==> config.mk <==
export PLATFORM = sky130hd
export DESIGN_NAME = serial_adder_8bit_flat
export DESIGN_NICKNAME = d
export VERILOG_FILES = /design/src/rtl/serial_adder_8bit_if.sv /design/src/rtl/serial_adder_8bit.sv /design/src/flat_wrapper.sv
export SDC_FILE = /design/constraint.sdc
export NUM_CORES = 1
export LEC_CHECK = 0
export ABC_AREA = 1
export BUFFER_PORTS_ARGS = -buffer_cell sky130_fd_sc_hd__buf_2
export CORE_ASPECT_RATIO = 0.6
export CORE_UTILIZATION = 45
export DETAILED_ROUTE_END_ITERATION = 8
export PLACE_DENSITY = 0.62
export SYNTH_ARGS = -nofsm -noshare
export SYNTH_HDL_FRONTEND = slang
export SYNTH_SLANG_ARGS = --single-unit
==> constraint.sdc <==
create_clock -name clk -period 1.8 [get_ports clk]
set_input_delay 0.09 -clock clk [delete_from_list [all_inputs] [get_ports clk]]
set_output_delay 0.09 -clock clk [all_outputs]
set_load 0.03 [all_outputs]
==> src/rtl/serial_adder_8bit_if.sv <==
// rtl/serial_adder_8bit_if.sv - start/busy/done operand and result bundle for serial_adder_8bit (sub port with SUB_MODE_EN)
interface serial_adder_8bit_if #(
  parameter int WIDTH = 8
);
  logic             start;
  logic [WIDTH-1:0] a;
  logic [WIDTH-1:0] b;
  logic [WIDTH-1:0] s;
  logic             cout;
  logic             busy;
  logic             done;
`ifdef SUB_MODE_EN
  logic             sub;
`endif

  modport master (
`ifdef SUB_MODE_EN
    output sub,
`endif
    output start, a, b,
    input  s, cout, busy, done
  );

  modport slave (
`ifdef SUB_MODE_EN
    input  sub,
`endif
    input  start, a, b,
    output s, cout, busy, done
  );
endinterface

==> src/rtl/serial_adder_8bit.sv <==
// rtl/serial_adder_8bit.sv - bit-serial LSB-first adder, one bit per clock; SUB_MODE_EN adds a - b via the sub input
module serial_adder_8bit #(
  parameter int WIDTH = 8
) (
  input  logic               clk,
  input  logic               rst_n,
  serial_adder_8bit_if.slave bus
);
  localparam int CW = (WIDTH > 2) ? $clog2(WIDTH) : 1;
  localparam logic [CW-1:0] LAST_BIT = CW'(WIDTH - 1);

  localparam logic [1:0] ST_IDLE  = 2'd0;
  localparam logic [1:0] ST_SHIFT = 2'd1;
  localparam logic [1:0] ST_DONE  = 2'd2;

  logic [1:0]       r_state;
  logic [WIDTH-1:0] r_a;
  logic [WIDTH-1:0] r_b;
  logic [WIDTH-1:0] r_res;
  logic             r_carry;
  logic [CW-1:0]    r_cnt;
  logic [WIDTH-1:0] r_s;
  logic             r_cout;
  logic             r_busy;
  logic             r_done;

  logic             w_sum;
  logic             w_carry;
  logic [WIDTH-1:0] w_res_next;
  logic             w_accept;
  logic [WIDTH-1:0] w_b_in;
  logic             w_carry_in;

  // Full-adder slice on the current LSBs, and the operand conditioning applied at capture
  always_comb begin
    w_sum      = r_a[0] ^ r_b[0] ^ r_carry;
    w_carry    = (r_a[0] & r_b[0]) | (r_a[0] & r_carry) | (r_b[0] & r_carry);
    w_res_next = {w_sum, r_res[WIDTH-1:1]};
    w_accept   = bus.start && ((r_state == ST_IDLE) || (r_state == ST_DONE));
`ifdef SUB_MODE_EN
    // Subtraction is a + ~b + 1: invert B and seed the carry
    w_b_in     = bus.sub ? ~bus.b : bus.b;
    w_carry_in = bus.sub;
`else
    w_b_in     = bus.b;
    w_carry_in = 1'b0;
`endif
  end

  // Control FSM and serial datapath; s/cout are only written when the last bit is produced
  always_ff @(posedge clk or negedge rst_n) begin
    if (!rst_n) begin
      r_state <= ST_IDLE;
      r_a     <= '0;
      r_b     <= '0;
      r_res   <= '0;
      r_carry <= 1'b0;
      r_cnt   <= '0;
      r_s     <= '0;
      r_cout  <= 1'b0;
      r_busy  <= 1'b0;
      r_done  <= 1'b0;
    end else begin
      case (r_state)
        ST_SHIFT: begin
          r_res   <= w_res_next;
          r_a     <= r_a >> 1;
          r_b     <= r_b >> 1;
          r_carry <= w_carry;
          r_cnt   <= r_cnt + 1'b1;
          if (r_cnt == LAST_BIT) begin
            r_s     <= w_res_next;
            r_cout  <= w_carry;
            r_done  <= 1'b1;
            r_busy  <= 1'b0;
            r_state <= ST_DONE;
          end
        end
        default: begin
          // IDLE and DONE both accept a new request; DONE lasts exactly one cycle
          r_done <= 1'b0;
          if (w_accept) begin
            r_a     <= bus.a;
            r_b     <= w_b_in;
            r_res   <= '0;
            r_carry <= w_carry_in;
            r_cnt   <= '0;
            r_busy  <= 1'b1;
            r_state <= ST_SHIFT;
          end else begin
            r_state <= ST_IDLE;
          end
        end
      endcase
    end
  end

  assign bus.s    = r_s;
  assign bus.cout = r_cout;
  assign bus.busy = r_busy;
  assign bus.done = r_done;
endmodule
==> src/flat_wrapper.sv <==
// flat-port wrapper written by rule: the top's interface ports become plain ports
module serial_adder_8bit_flat 
#(
  parameter int WIDTH = 8
)
  (clk, rst_n, bus_start, bus_a, bus_b, bus_s, bus_cout, bus_busy, bus_done);
  serial_adder_8bit_if #(.WIDTH(WIDTH)) bus_i ();
  input  logic clk;
  input  logic rst_n;
  input wire logic [$bits(bus_i.start)-1:0] bus_start;
  input wire logic [$bits(bus_i.a)-1:0] bus_a;
  input wire logic [$bits(bus_i.b)-1:0] bus_b;
  output wire logic [$bits(bus_i.s)-1:0] bus_s;
  output wire logic [$bits(bus_i.cout)-1:0] bus_cout;
  output wire logic [$bits(bus_i.busy)-1:0] bus_busy;
  output wire logic [$bits(bus_i.done)-1:0] bus_done;
  assign bus_i.start = bus_start;
  assign bus_i.a = bus_a;
  assign bus_i.b = bus_b;
  assign bus_s = bus_i.s;
  assign bus_cout = bus_i.cout;
  assign bus_busy = bus_i.busy;
  assign bus_done = bus_i.done;
  serial_adder_8bit #(.WIDTH(WIDTH)) u_core (.clk(clk), .rst_n(rst_n), .bus(bus_i));
endmodule
==> results.rst, run 1 <==
.. list-table::
   :header-rows: 1

   * - Metric
     - Value
   * - Startpoint of the lowest-slack hold path
     - bus_b[7]
   * - Grt total ovfl
     - 0
   * - Detail Placement HPWL
     - ~2300 microns
   * - Total negative slack for setup checks
     - 0 ns
   * - Final critical-path required period
     - approximately 1.4 ns
   * - Startpoint-to-endpoint class of the critical path
     - flop to flop
   * - FF-to-FF Start
     - u_core.r_state[0]
   * - Total detailed-routing wirelength
     - between 3000 and 4000 microns
   * - Syn. warnings
     - 0
   * - First-pass DRT Iterations
     - 4
   * - Total global-route track usage
     - 18.0%
   * - Insertion delay to the later sink of the worst-skew pair
     - 0.29 ns
   * - Type of origin of the critical path
     - flop
   * - Slew Viols, Final
     - 0
   * - FILL cells
     - between 300 and 400
   * - Post-synthesis instance total
     - about 220
   * - Antenna diode count
     - 0
   * - Portion of synthesized cell area occupied by the leading cell type
     - 52.9%
   * - Floorplan die width
     - roughly 85 microns
   * - Post-synthesis instance area
     - 1840 sq um
   * - Max-Cap Viols
     - 0
   * - Ranking of synthesized cells by area
     - sky130_fd_sc_hd__dfrtp_1, sky130_fd_sc_hd__nand2_1, sky130_fd_sc_hd__nand3_1
   * - Normalized max-slew margin
     - roughly two thirds
   * - Remaining antenna violation count after routing
     - 0
   * - CTS buffer count
     - 5
   * - Setup-violating endpoint count in the final report
     - 0
   * - Fraction of final layout cells with drive strength greater than 1
     - 21.4%
   * - Die Outline Area
     - between 4000 and 5000 sq um
   * - Boundary Pins
     - 30
   * - Element type at the critical path end
     - flop
   * - Count of H-tree levels built during CTS
     - 2
   * - Worst Hold Class
     - primary input to flop
   * - Setup Buffers After CTS
     - 0
   * - Placeable core region
     - between 3000 and 4000 sq um
   * - Synth unique cells
     - 19
   * - Starting Density
     - between 40 and 50%
   * - Cell taking the most area after synthesis
     - sky130_fd_sc_hd__dfrtp_1
   * - Power density cells
     - roughly 1900 nW/um^2
   * - Crit path to
     - u_core.bus.s[7]
   * - Worst IR Drop VDD
     - around 0.86 mV
   * - Weighted congestion reported at the end of routability-driven placement
     - between 0.7 and 0.8
   * - Run status
     - finished, final reports clean
   * - Flip-flop and latch count after synthesis
     - 39
   * - Utilization of the core after routing
     - around 55%
   * - Vias post-DR
     - 1378
   * - DR DRC count
     - 0
   * - TritonCTS sink count
     - 39
   * - Worst reg-to-reg path cell count
     - 6
   * - Global-route wire length before repair
     - roughly 6000 microns
   * - Fmax
     - between 700 and 800 MHz
   * - Worst R2R Setup Slack
     - 0.37 ns
   * - Final clock period utilization by the worst path
     - about 79%
   * - Standby leakage power
     - 1.20 nW
   * - Count of buffers from port buffering
     - 29
   * - Post-route clock skew
     - approximately 0.0053 ns
   * - Critical path data arrival time
     - roughly 1.7 ns
   * - Initial antenna violation count
     - 0
   * - Pin count of the biggest net entering global routing
     - 40
   * - Total count of hold-check failures in the final report
     - 0
   * - Vias per Instance
     - 4.61
   * - Cell chosen for the clock root
     - sky130_fd_sc_hd__clkbuf_8
   * - CTS tree
     - yes
   * - Number of global-route vias before repair
     - between 1000 and 1500
   * - Row count
     - 17
   * - Setup repair after global routing missed its margin
     - false
   * - Clock slew seen by the registers of the worst setup and hold paths
     - approximately 0.07 ns
   * - Mean post-synth cell area
     - roughly 8.4 sq um
   * - Critical path startpoint
     - u_core.r_state[0]
   * - Portion of the post-synthesis area used by sequential elements
     - 52.9%
   * - Number of nets at the end of the flow
     - 273
   * - CTS max path bufs
     - 2
   * - Worst Path Max Fanout
     - 18
   * - Violation count after the first detailed-routing iteration
     - 66
   * - Growth of design area from synthesis to finish
     - 13.8%
   * - Data required time at the worst endpoint
     - approximately 2.0 ns
   * - Worst-Margin Slew
     - a little under 0.5 ns
   * - Post-synthesis net count
     - roughly 240
   * - R2R Path End
     - u_core.bus.s[7]
   * - Detailed-route wire length per cell
     - 11.4 microns
   * - Chip Height
     - 51.6 microns
-- registers in the layout, summed over array words and instances (netlist names), 3 cells and up --
register	count
u_core.r_res	7
u_core.bus.s	8
u_core.r_cnt	3
u_core.r_b	8
u_core.r_a	8
-- logic make-up (layout without fill, tap and decap cells) --
| kind of cell | count (synthesis) | count (layout) | synth area share [%] |
|---|---|---|---|
| fa+ha+maj | 3 | 3 | 2.44 |
| buf+inv | 49 | 82 | 12.3 |
| flops | 39 | 39 | 52.9 |
| simple gates | 110 | 110 | 26.1 |
| compound gates | 18 | 18 | 6.31 |
-- worst max-delay path, stage by stage (launching register included) --
cell                      delay, ns
sky130_fd_sc_hd__dfrtp_1       0.55
sky130_fd_sc_hd__inv_4         0.07
sky130_fd_sc_hd__nor2_4        0.26
sky130_fd_sc_hd__nand2_4       0.22
sky130_fd_sc_hd__inv_1         0.14
sky130_fd_sc_hd__nand2_1       0.06
sky130_fd_sc_hd__nand2_1       0.06
-- metal layers --
layer	vias up	wire, microns	part of all wire (%)	GRT usage, %
met2	32	1490	44	27.4
met1	620	1750	51	24.5
met4	0	0	0	6.78
met3	0	158	4.6	5.40
li1	726	-	-	-
met5	-	0	0	0
-- through the flow --
stage / hold slack, ns / setup WS, ns / instance area [sq um] / instances / power, W
2_1_floorplan: -0.206 / 0.552 / 1840 / 219 / 0.00299
5_1_grt: 0.0344 / 0.228 / 2100 / 299 / 0.00429
6_report: 0.0286 / 0.374 / 2100 / 299 / 0.00389
4_1_cts: 0.0288 / 0.354 / 2100 / 299 / 0.00393
3_3_place_gp: 0.174 / 0.431 / 2010 / 290 / 0.00335
3_5_place_dp: 0.171 / 0.377 / 2010 / 290 / 0.00337
-- repair_timing --
item | CTS | global route
hold buffers | 1 | 0
gates resized for setup | 0 | 0
endpoints found under the hold margin | 39 | 0
-- how the worst min path moves through the flow --
stage	end	cells after the start
2_1_floorplan	u_core.bus.busy	0
3_3_place_gp	u_core.bus.s[1]	2
3_5_place_dp	u_core.r_a[3]	2
4_1_cts	u_core.r_b[7]	3
5_1_grt	u_core.r_b[7]	3
6_report	u_core.r_b[7]	3
-- final cells by class --
class | count | area [sq um] | area share [%]
inverter | 40 | 155 | 7.39
clock buffer | 7 | 76.3 | 3.64
sequential | 39 | 976 | 46.5
tap | 47 | 58.8 | 2.80
clock inverter | 1 | 5.00 | 0.239
timing repair buffer | 34 | 185 | 8.83
multi-input combinational | 131 | 642 | 30.6
-- placed cells by master, fill, tap and decap left out, types with 2 or more instances in the layout --
master,n
sky130_fd_sc_hd__inv_4,2
sky130_fd_sc_hd__o21ai_1,5
sky130_fd_sc_hd__clkbuf_1,2
sky130_fd_sc_hd__nand2_1,75
sky130_fd_sc_hd__dfrtp_1,39
sky130_fd_sc_hd__inv_1,37
sky130_fd_sc_hd__nand2_4,3
sky130_fd_sc_hd__ha_1,2
sky130_fd_sc_hd__buf_4,4
sky130_fd_sc_hd__buf_2,29
sky130_fd_sc_hd__nor2_1,2
sky130_fd_sc_hd__nand3_1,28
sky130_fd_sc_hd__o21ai_2,7
sky130_fd_sc_hd__clkbuf_8,5
sky130_fd_sc_hd__o21ai_0,5
-- power by group --
part | leakage, nW | switching, W | internal (W) | total (W)
Clock | 0.0422 | 0.000281 | 0.000272 | 0.000553
Combinational | 0.673 | 0.00120 | 0.000620 | 0.00182
Sequential | 0.482 | 0.000229 | 0.00129 | 0.00152
-- synthesized netlist by cell type (all sizes together) --
cell type / count
ha: 2
nor2: 3
a21oi: 1
fa: 1
inv: 40
buf: 9
dfrtp: 39
o21ai: 17
nand3: 28
nand2: 79
(Power assumes the default switching activity.)
==> run 2: changes to the inputs <==
--- a/config.mk
+++ b/config.mk
@@ -10,7 +10,7 @@
 export CORE_ASPECT_RATIO = 0.6
 export CORE_UTILIZATION = 45
 export DETAILED_ROUTE_END_ITERATION = 8
-export PLACE_DENSITY = 0.62
+export PLACE_DENSITY = 0.64
 export SYNTH_ARGS = -nofsm -noshare
 export SYNTH_HDL_FRONTEND = slang
 export SYNTH_SLANG_ARGS = --single-unit
==> constraint.sdc (replaced) <==
create_clock -name clk -period 1.2 [get_ports clk]
set_input_delay 0.06 -clock clk [delete_from_list [all_inputs] [get_ports clk]]
set_output_delay 0.06 -clock clk [all_outputs]
set_load 0.03 [all_outputs]
==> results.rst, run 2 (synthesis gave the netlist of run 1 again) <==
.. list-table::
   :header-rows: 1

   * - Metric
     - Value
   * - Pre-CTS worst setup slack
     - -0.0482 ns (-0.425 ns)
   * - Number of buffers and inverters on the critical path
     - 0 (-2)
   * - CTS tree
     - yes
   * - TritonCTS sink count
     - 39 (unchanged)
   * - CP delay by family, top
     - adder cells
   * - Cell chosen for the clock root
     - sky130_fd_sc_hd__clkbuf_8
   * - Run status
     - finished, final reports clean
   * - Most common cell after layout, fill and taps aside
     - sky130_fd_sc_hd__nand2_1
   * - CTS max path bufs
     - 2 (unchanged)
   * - Fraction of final layout cells with drive strength greater than 1
     - 28.3% (+6.8 points)
   * - Data required time at the worst endpoint
     - 1.43 ns (-0.59 ns)
   * - Antenna diode count
     - 0 (unchanged)
   * - Total count of hold-check failures in the final report
     - 0 (unchanged)
   * - Pin count of the biggest net entering global routing
     - 40 (unchanged)
   * - Post-route insts no fill
     - 316 (+5.7%)
   * - Standby leakage power
     - 1.30 nW (+8.3%)
   * - Element type at the critical path end
     - flop
   * - Weighted congestion reported at the end of routability-driven placement
     - 0.753 (-0.91%)
   * - Growth of design area from synthesis to finish
     - 27.8%
   * - Detailed-route wire length per cell
     - 12.0 microns (+5.3%)
   * - Final critical-path required period
     - 1.18 ns (-0.249 ns)
   * - Number of global-route vias before repair
     - 1304 (+2.9%)
   * - Global-route wire length before repair
     - 6080 microns (+3.9%)
   * - M2 GR Usage
     - 25.3% (-2.0 points)
   * - Count of H-tree levels built during CTS
     - 2 (unchanged)
   * - Placed inst area
     - 2100 sq um (+4.6%)
   * - Insertion delay to the later sink of the worst-skew pair
     - 0.30 ns (about the same)
   * - Gate power share
     - 49.4% (+2.6 points)
   * - Setup-violating endpoint count in the final report
     - 0 (unchanged)
   * - Remaining antenna violation count after routing
     - 0 (unchanged)
   * - Final clock period utilization by the worst path
     - 98.1% (+19 points)
   * - Total detailed-routing wirelength
     - 3790 microns (+11%)
   * - Count of buffers from port buffering
     - 29 (unchanged)
   * - Placeable core region
     - 3790 sq um (unchanged)
   * - Power spent charging and discharging nets
     - 0.00279 W (+63%)
   * - Utilization of the core after routing
     - 62.3% (+6.8 points)
   * - Floorplan die width
     - 84.6 microns (unchanged)
   * - Cell-internal power
     - 0.00389 W (+78%)
   * - Worst-Margin Slew
     - 0.214 ns (-0.269 ns)
   * - Fin Hold WS
     - 0.0641 ns (+0.0355 ns)
   * - Row count
     - 17 (unchanged)
   * - Chip Height
     - 51.6 microns (unchanged)
   * - Fraction of met3 tracks used by global routing
     - 6.19% (+0.79 points)
   * - Power density cells
     - 2830 nW/um^2 (+53%)
   * - Worst setup slack after layout
     - 0.0229 ns (-0.351 ns)
   * - Boundary Pins
     - 30 (unchanged)
   * - Clock slew seen by the registers of the worst setup and hold paths
     - 0.08 ns (about the same)
   * - First-pass DRT Iterations
     - 4 (unchanged)
   * - Die Outline Area
     - 4370 sq um (unchanged)
   * - Number of cells in the design after placement
     - 297 (+2.4%)
   * - Switching power as a share of total power
     - 41.8% (-2.1 points)
   * - Vias per Instance
     - 4.59 (-0.37%)
   * - Detail Placement HPWL
     - 2360 microns (+1.2%)
   * - Clock group share of total power
     - 16.3% (+2.1 points)
   * - Most frequent cells in the layout
     - sky130_fd_sc_hd__nand2_1, sky130_fd_sc_hd__inv_1, sky130_fd_sc_hd__dfrtp_1, sky130_fd_sc_hd__buf_2, sky130_fd_sc_hd__nand3_1
   * - Initial antenna violation count
     - 0 (unchanged)
   * - Vias post-DR
     - 1451 (+5.3%)
   * - Reg power frac
     - 34.3% (-4.7 points)
   * - Type of origin of the critical path
     - flop
   * - Max-Cap Viols
     - 0 (unchanged)
   * - Normalized max-slew margin
     - 85.7% (+18 points)
   * - Post-route clock skew
     - 0.00981 ns (+0.00449 ns)
   * - Number of nets at the end of the flow
     - 290 (+6.2%)
   * - Crit-path max cell delay
     - 0.57 ns (+0.02 ns)
   * - Total global-route track usage
     - 18.8% (+0.82 points)
   * - Startpoint-to-endpoint class of the critical path
     - flop to flop
   * - Critical-path cell with the highest stage delay
     - sky130_fd_sc_hd__fa_1
   * - Worst Path Max Fanout
     - 2 (-16)
   * - FILL cells
     - 333 (-8.5%)
   * - Grt total ovfl
     - 0 (unchanged)
   * - Met1 GRT Util
     - 26.9% (+2.4 points)
   * - Busiest grt layer
     - met1
   * - Critical path data arrival time
     - 1.41 ns (-0.24 ns)
   * - Worst Hold Class
     - primary input to flop
   * - Setup repair after global routing missed its margin
     - true
   * - Final design instance area without fill
     - 2360 sq um (+12%)
   * - Ordered list of cells on the worst path
     - fa_1, nand2_1, o21ai_1
   * - CTS buffer count
     - 5 (unchanged)
   * - Worst IR Drop VDD
     - 1.19 mV (+38%)
   * - Slew Viols, Final
     - 0 (unchanged)
   * - DR DRC count
     - 0 (unchanged)
   * - Violation count after the first detailed-routing iteration
     - 42 (-36%)
   * - Starting Density
     - 48.7% (unchanged)
   * - Fmax
     - 850 MHz (+21%)
[run 2: path summary, 6_finish.rpt]
| check | cells after the start | endpoint | slack (ns) | startpoint |
|---|---|---|---|---|
| worst min-delay path | 5 | u_core.r_a[4] | 0.06 | bus_a[4] |
| max in group asynchronous | 3 | u_core.r_state[0] | 0.74 | rst_n |
| worst max register to register | 3 | u_core.r_res[7] | 0.02 | u_core.r_a[0] |
| worst min register to register | 2 | u_core.r_b[5] | 0.48 | u_core.r_b[5] |
| min in group asynchronous | 3 | u_core.r_res[3] | 0.25 | rst_n |
| worst max-delay path | 3 | u_core.r_res[7] | 0.02 | u_core.r_a[0] |
[run 2: power groups by stage]
stage / clock [W] / sequential [W] / combinational, W
floorplan: 0 / 0.00253 / 0.00196
finish: 0.00109 / 0.00229 / 0.00330
global route: 0.00117 / 0.00236 / 0.00372
global placement: 0 / 0.00228 / 0.00295
detailed placement: 0 / 0.00228 / 0.00299
CTS: 0.00111 / 0.00228 / 0.00310
[run 2: tightest hold or removal path, cell delays in order]
cell and delay (ns):
sky130_fd_sc_hd__buf_2 0.07, sky130_fd_sc_hd__inv_1 0.03, sky130_fd_sc_hd__nand2_1 0.05, sky130_fd_sc_hd__nand3_1 0.06
sky130_fd_sc_hd__nand2_1 0.05
[run 2: cell type report]
class	instances	area, sq um	share of cell area (%)
Tap cell	47	58.8	2.49
Timing Repair Buffer	50	369	15.7
Multi-Input combinational cell	132	686	29.1
Inverter	40	155	6.58
Clock inverter	2	37.5	1.59
Clock buffer	6	72.6	3.08
Sequential cell	39	978	41.5
[run 2: per-stage QoR]
stage / total power [W] / setup TNS (ns)
after floorplan: 0.00449 / 0
after global placement: 0.00523 / -0.129
after detailed placement: 0.00528 / -0.274
after CTS: 0.00649 / 0
after global routing: 0.00725 / -0.126
final: 0.00668 / 0
[run 2: per-layer routing]
metal  routed length, microns  vias up  part of all wire [%]
met3                      159       11                   4.2
met5                        0        -                     0
met1                     2040      647                    54
li1                         -      765                     -
met2                     1490       28                    39
met4                       97        0                   2.6
[run 2: repair_timing]
action | 4_1_cts | 5_1_grt
hold endpoints to repair | 41 | 0
setup buffers | 3 | 3
hold buffers | 3 | 0
resized for setup | 4 | 6
gates cloned | 1 | 1
endpoints found under the setup margin | 8 | 24
pin swaps | 1 | 6
==> run 3: changes to the inputs <==
--- a/config.mk
+++ b/config.mk
@@ -7,10 +7,12 @@
 export LEC_CHECK = 0
 export ABC_AREA = 1
 export BUFFER_PORTS_ARGS = -buffer_cell sky130_fd_sc_hd__buf_2
+export CELL_PAD_IN_SITES_DETAIL_PLACEMENT = 0
+export CELL_PAD_IN_SITES_GLOBAL_PLACEMENT = 1
 export CORE_ASPECT_RATIO = 0.6
-export CORE_UTILIZATION = 45
+export CORE_UTILIZATION = 37
 export DETAILED_ROUTE_END_ITERATION = 8
-export PLACE_DENSITY = 0.64
+export PLACE_DENSITY = 0.7
 export SYNTH_ARGS = -nofsm -noshare
 export SYNTH_HDL_FRONTEND = slang
 export SYNTH_SLANG_ARGS = --single-unit
==> results.rst, run 3 (synthesis gave the netlist of run 1 again) <==
.. list-table::
   :header-rows: 1

   * - Metric
     - Value
   * - Run status
     - finished, final reports clean
   * - Floorplan die width
     - 93.1 microns (+10%)
   * - Starting Density
     - 39.4% (-9.3 points)
   * - Clock slew seen by the registers of the worst setup and hold paths
     - 0.07 ns (about the same)
   * - Post-route clock skew
     - 0.00460 ns (-0.00521 ns)
   * - Worst-Margin Slew
     - 0.217 ns (+0.00282 ns)
   * - Total detailed-routing wirelength
     - 3770 microns (-0.37%)
   * - Final clock period utilization by the worst path
     - 98.1% (about the same)
   * - Antenna diode count
     - 0 (unchanged)
   * - Weighted congestion reported at the end of routability-driven placement
     - 0.694 (-7.9%)
   * - Worst Path Max Fanout
     - 7 (+5)
   * - Placeable core region
     - 4680 sq um (+24%)
   * - Count of buffers from port buffering
     - 29 (unchanged)
   * - Count of H-tree levels built during CTS
     - 2 (unchanged)
   * - Cell chosen for the clock root
     - sky130_fd_sc_hd__clkbuf_8
   * - Max-Cap Viols
     - 0 (unchanged)
   * - Detailed-route wire length per cell
     - 11.5 microns (-3.7%)
   * - Fmax
     - 849 MHz (about the same)
   * - CTS tree
     - yes
   * - Element type at the critical path end
     - flop
   * - Setup repair after global routing missed its margin
     - true
   * - Total count of hold-check failures in the final report
     - 0 (unchanged)
   * - Die Outline Area
     - 5280 sq um (+21%)
   * - Utilization of the core after routing
     - 49.6% (-13 points)
   * - Data required time at the worst endpoint
     - 1.39 ns (-0.04 ns)
   * - First-pass DRT Iterations
     - 4 (unchanged)
   * - DR DRC count
     - 0 (unchanged)
   * - Sequential standard cell area
     - 978 sq um (unchanged)
   * - Most common cell after layout, fill and taps aside
     - sky130_fd_sc_hd__nand2_1
   * - Detail Placement HPWL
     - 2430 microns (+3.0%)
   * - Startpoint-to-endpoint class of the critical path
     - flop to flop
   * - Number of nets at the end of the flow
     - 285 (-1.7%)
   * - Worst Hold Class
     - primary input to flop
   * - Critical-path cell with the highest stage delay
     - sky130_fd_sc_hd__dfrtp_1
   * - Boundary Pins
     - 30 (unchanged)
   * - Vias post-DR
     - 1413 (-2.6%)
   * - Global-route wire length before repair
     - 6500 microns (+6.9%)
   * - Number of cells in the design after placement
     - 315 (+6.1%)
   * - Normalized max-slew margin
     - 85.5% (-0.19 points)
   * - Grt total ovfl
     - 0 (unchanged)
   * - Worst IR Drop VDD
     - 0.730 mV (-38%)
   * - Setup-violating endpoint count in the final report
     - 0 (unchanged)
   * - Post-route insts no fill
     - 327 (+3.5%)
   * - Pin count of the biggest net entering global routing
     - 40 (unchanged)
   * - Most frequent cells in the layout
     - sky130_fd_sc_hd__nand2_1, sky130_fd_sc_hd__dfrtp_1, sky130_fd_sc_hd__inv_1, sky130_fd_sc_hd__buf_2, sky130_fd_sc_hd__nand3_1
   * - Ordered list of cells on the worst path
     - ha_2, ha_4, nand2_8, buf_12, nand2_2, o21ai_2
   * - Standby leakage power
     - 1.26 nW (-2.6%)
   * - TritonCTS sink count
     - 39 (unchanged)
   * - Row count
     - 19 (+2)
   * - Slew Viols, Final
     - 0 (unchanged)
   * - Power density cells
     - 2780 nW/um^2 (-1.7%)
   * - Remaining antenna violation count after routing
     - 0 (unchanged)
   * - Area taken by multi-input logic gates
     - 696 sq um (+1.5%)
   * - Vias per Instance
     - 4.32 (-5.9%)
   * - Fin Hold WS
     - 0.0720 ns (+0.00785 ns)
   * - CTS buffer count
     - 5 (unchanged)
   * - PnR Total Power
     - 0.00647 W (-3.0%)
   * - Fraction of final layout cells with drive strength greater than 1
     - 28.0% (-0.22 points)
   * - Growth of design area from synthesis to finish
     - 26.1%
   * - Violation count after the first detailed-routing iteration
     - 35 (-17%)
   * - Crit-path max cell delay
     - 0.37 ns (-0.20 ns)
   * - Final critical-path required period
     - 1.18 ns (+0.000642 ns)
   * - Setup Buffers After CTS
     - 0 (-3)
   * - CTS max path bufs
     - 2 (unchanged)
   * - Type of origin of the critical path
     - flop
   * - Total global-route track usage
     - 16.5% (-2.3 points)
   * - Chip Height
     - 56.7 microns (+9.9%)
   * - FILL cells
     - 464 (+39%)
   * - Initial antenna violation count
     - 0 (unchanged)
   * - Number of global-route vias before repair
     - 1348 (+3.4%)
   * - Insertion delay to the later sink of the worst-skew pair
     - 0.29 ns (about the same)
   * - Critical path data arrival time
     - 1.36 ns (-0.05 ns)
==> run 3: changes by cell type in the layout (fill, tap and decap cells not counted), sizes merged <==
| cell | change |
|---|---|
| clkinvlp | -1 |
| bufinv | -1 |
| buf | -4 |
| clkbuf | +1 |
==> run 3: final timing paths <==
check | from | to | slack, ns | depth (start not counted)
hold reg to reg | u_core.bus.s[5] | u_core.bus.s[5] | 0.48 | 2
setup reg to reg | u_core.r_cnt[1] | u_core.bus.s[2] | 0.02 | 6
hold / removal | bus_b[6] | u_core.r_b[6] | 0.07 | 5
setup / recovery | u_core.r_cnt[1] | u_core.bus.s[2] | 0.02 | 6
max in group asynchronous | rst_n | u_core.bus.done | 0.71 | 3
min in group asynchronous | rst_n | u_core.bus.s[0] | 0.28 | 3
==> run 3: cell type report <==
type | count | area share [%]
Clock buffer | 8 | 4.31
Inverter | 40 | 6.78
Multi-Input combinational cell | 132 | 29.9
Sequential cell | 39 | 42.1
Tap cell | 63 | 3.39
Timing Repair Buffer | 45 | 13.5
==> run 3: report_power, final <==
part           leakage, nW  total [W]  switching [W]  internal, W
clock network       0.0515   0.000974       0.000449     0.000525
logic                0.732    0.00321        0.00196      0.00125
registers            0.480    0.00229       0.000351      0.00194
total                 1.26    0.00647        0.00276      0.00371
==> run 3: worst max-delay path: cells and delay by family, from the launching register on <==
kind	cells	cell delay, ns
flip-flops	1	0.37
AND/OR/NAND/NOR	2	0.13
AO/OA/AOI/OAI	1	0.04
buffers and inverters	1	0.15
adder cells (fa/ha/maj)	2	0.38
==> run 3: repair_timing <==
action,4_1_cts,5_1_grt
endpoints found under the setup margin,8,32
resized for setup,4,12
gates cloned,1,0
hold buffers,3,0
hold endpoints to repair,41,0
pin swaps,1,3
==> run 3: routing by layer <==
layer,routed length (microns),global-route usage [%],vias to the layer above
li1,-,-,748
met1,2050,24.1,634
met2,1490,22.2,26
met3,175,5.01,5
met4,53,7.25,0
met5,0,0,-
==> run 3: through the flow <==
stage	TNS [ns]	cell area (sq um)	setup slack (ns)
after global placement	-0.224	2130	-0.0410
final	0	2320	0.0223
after global routing	-0.164	2320	-0.0373
after detailed placement	-0.399	2130	-0.0684
after CTS	0	2290	0.00879
after floorplan	0	1850	0.00300
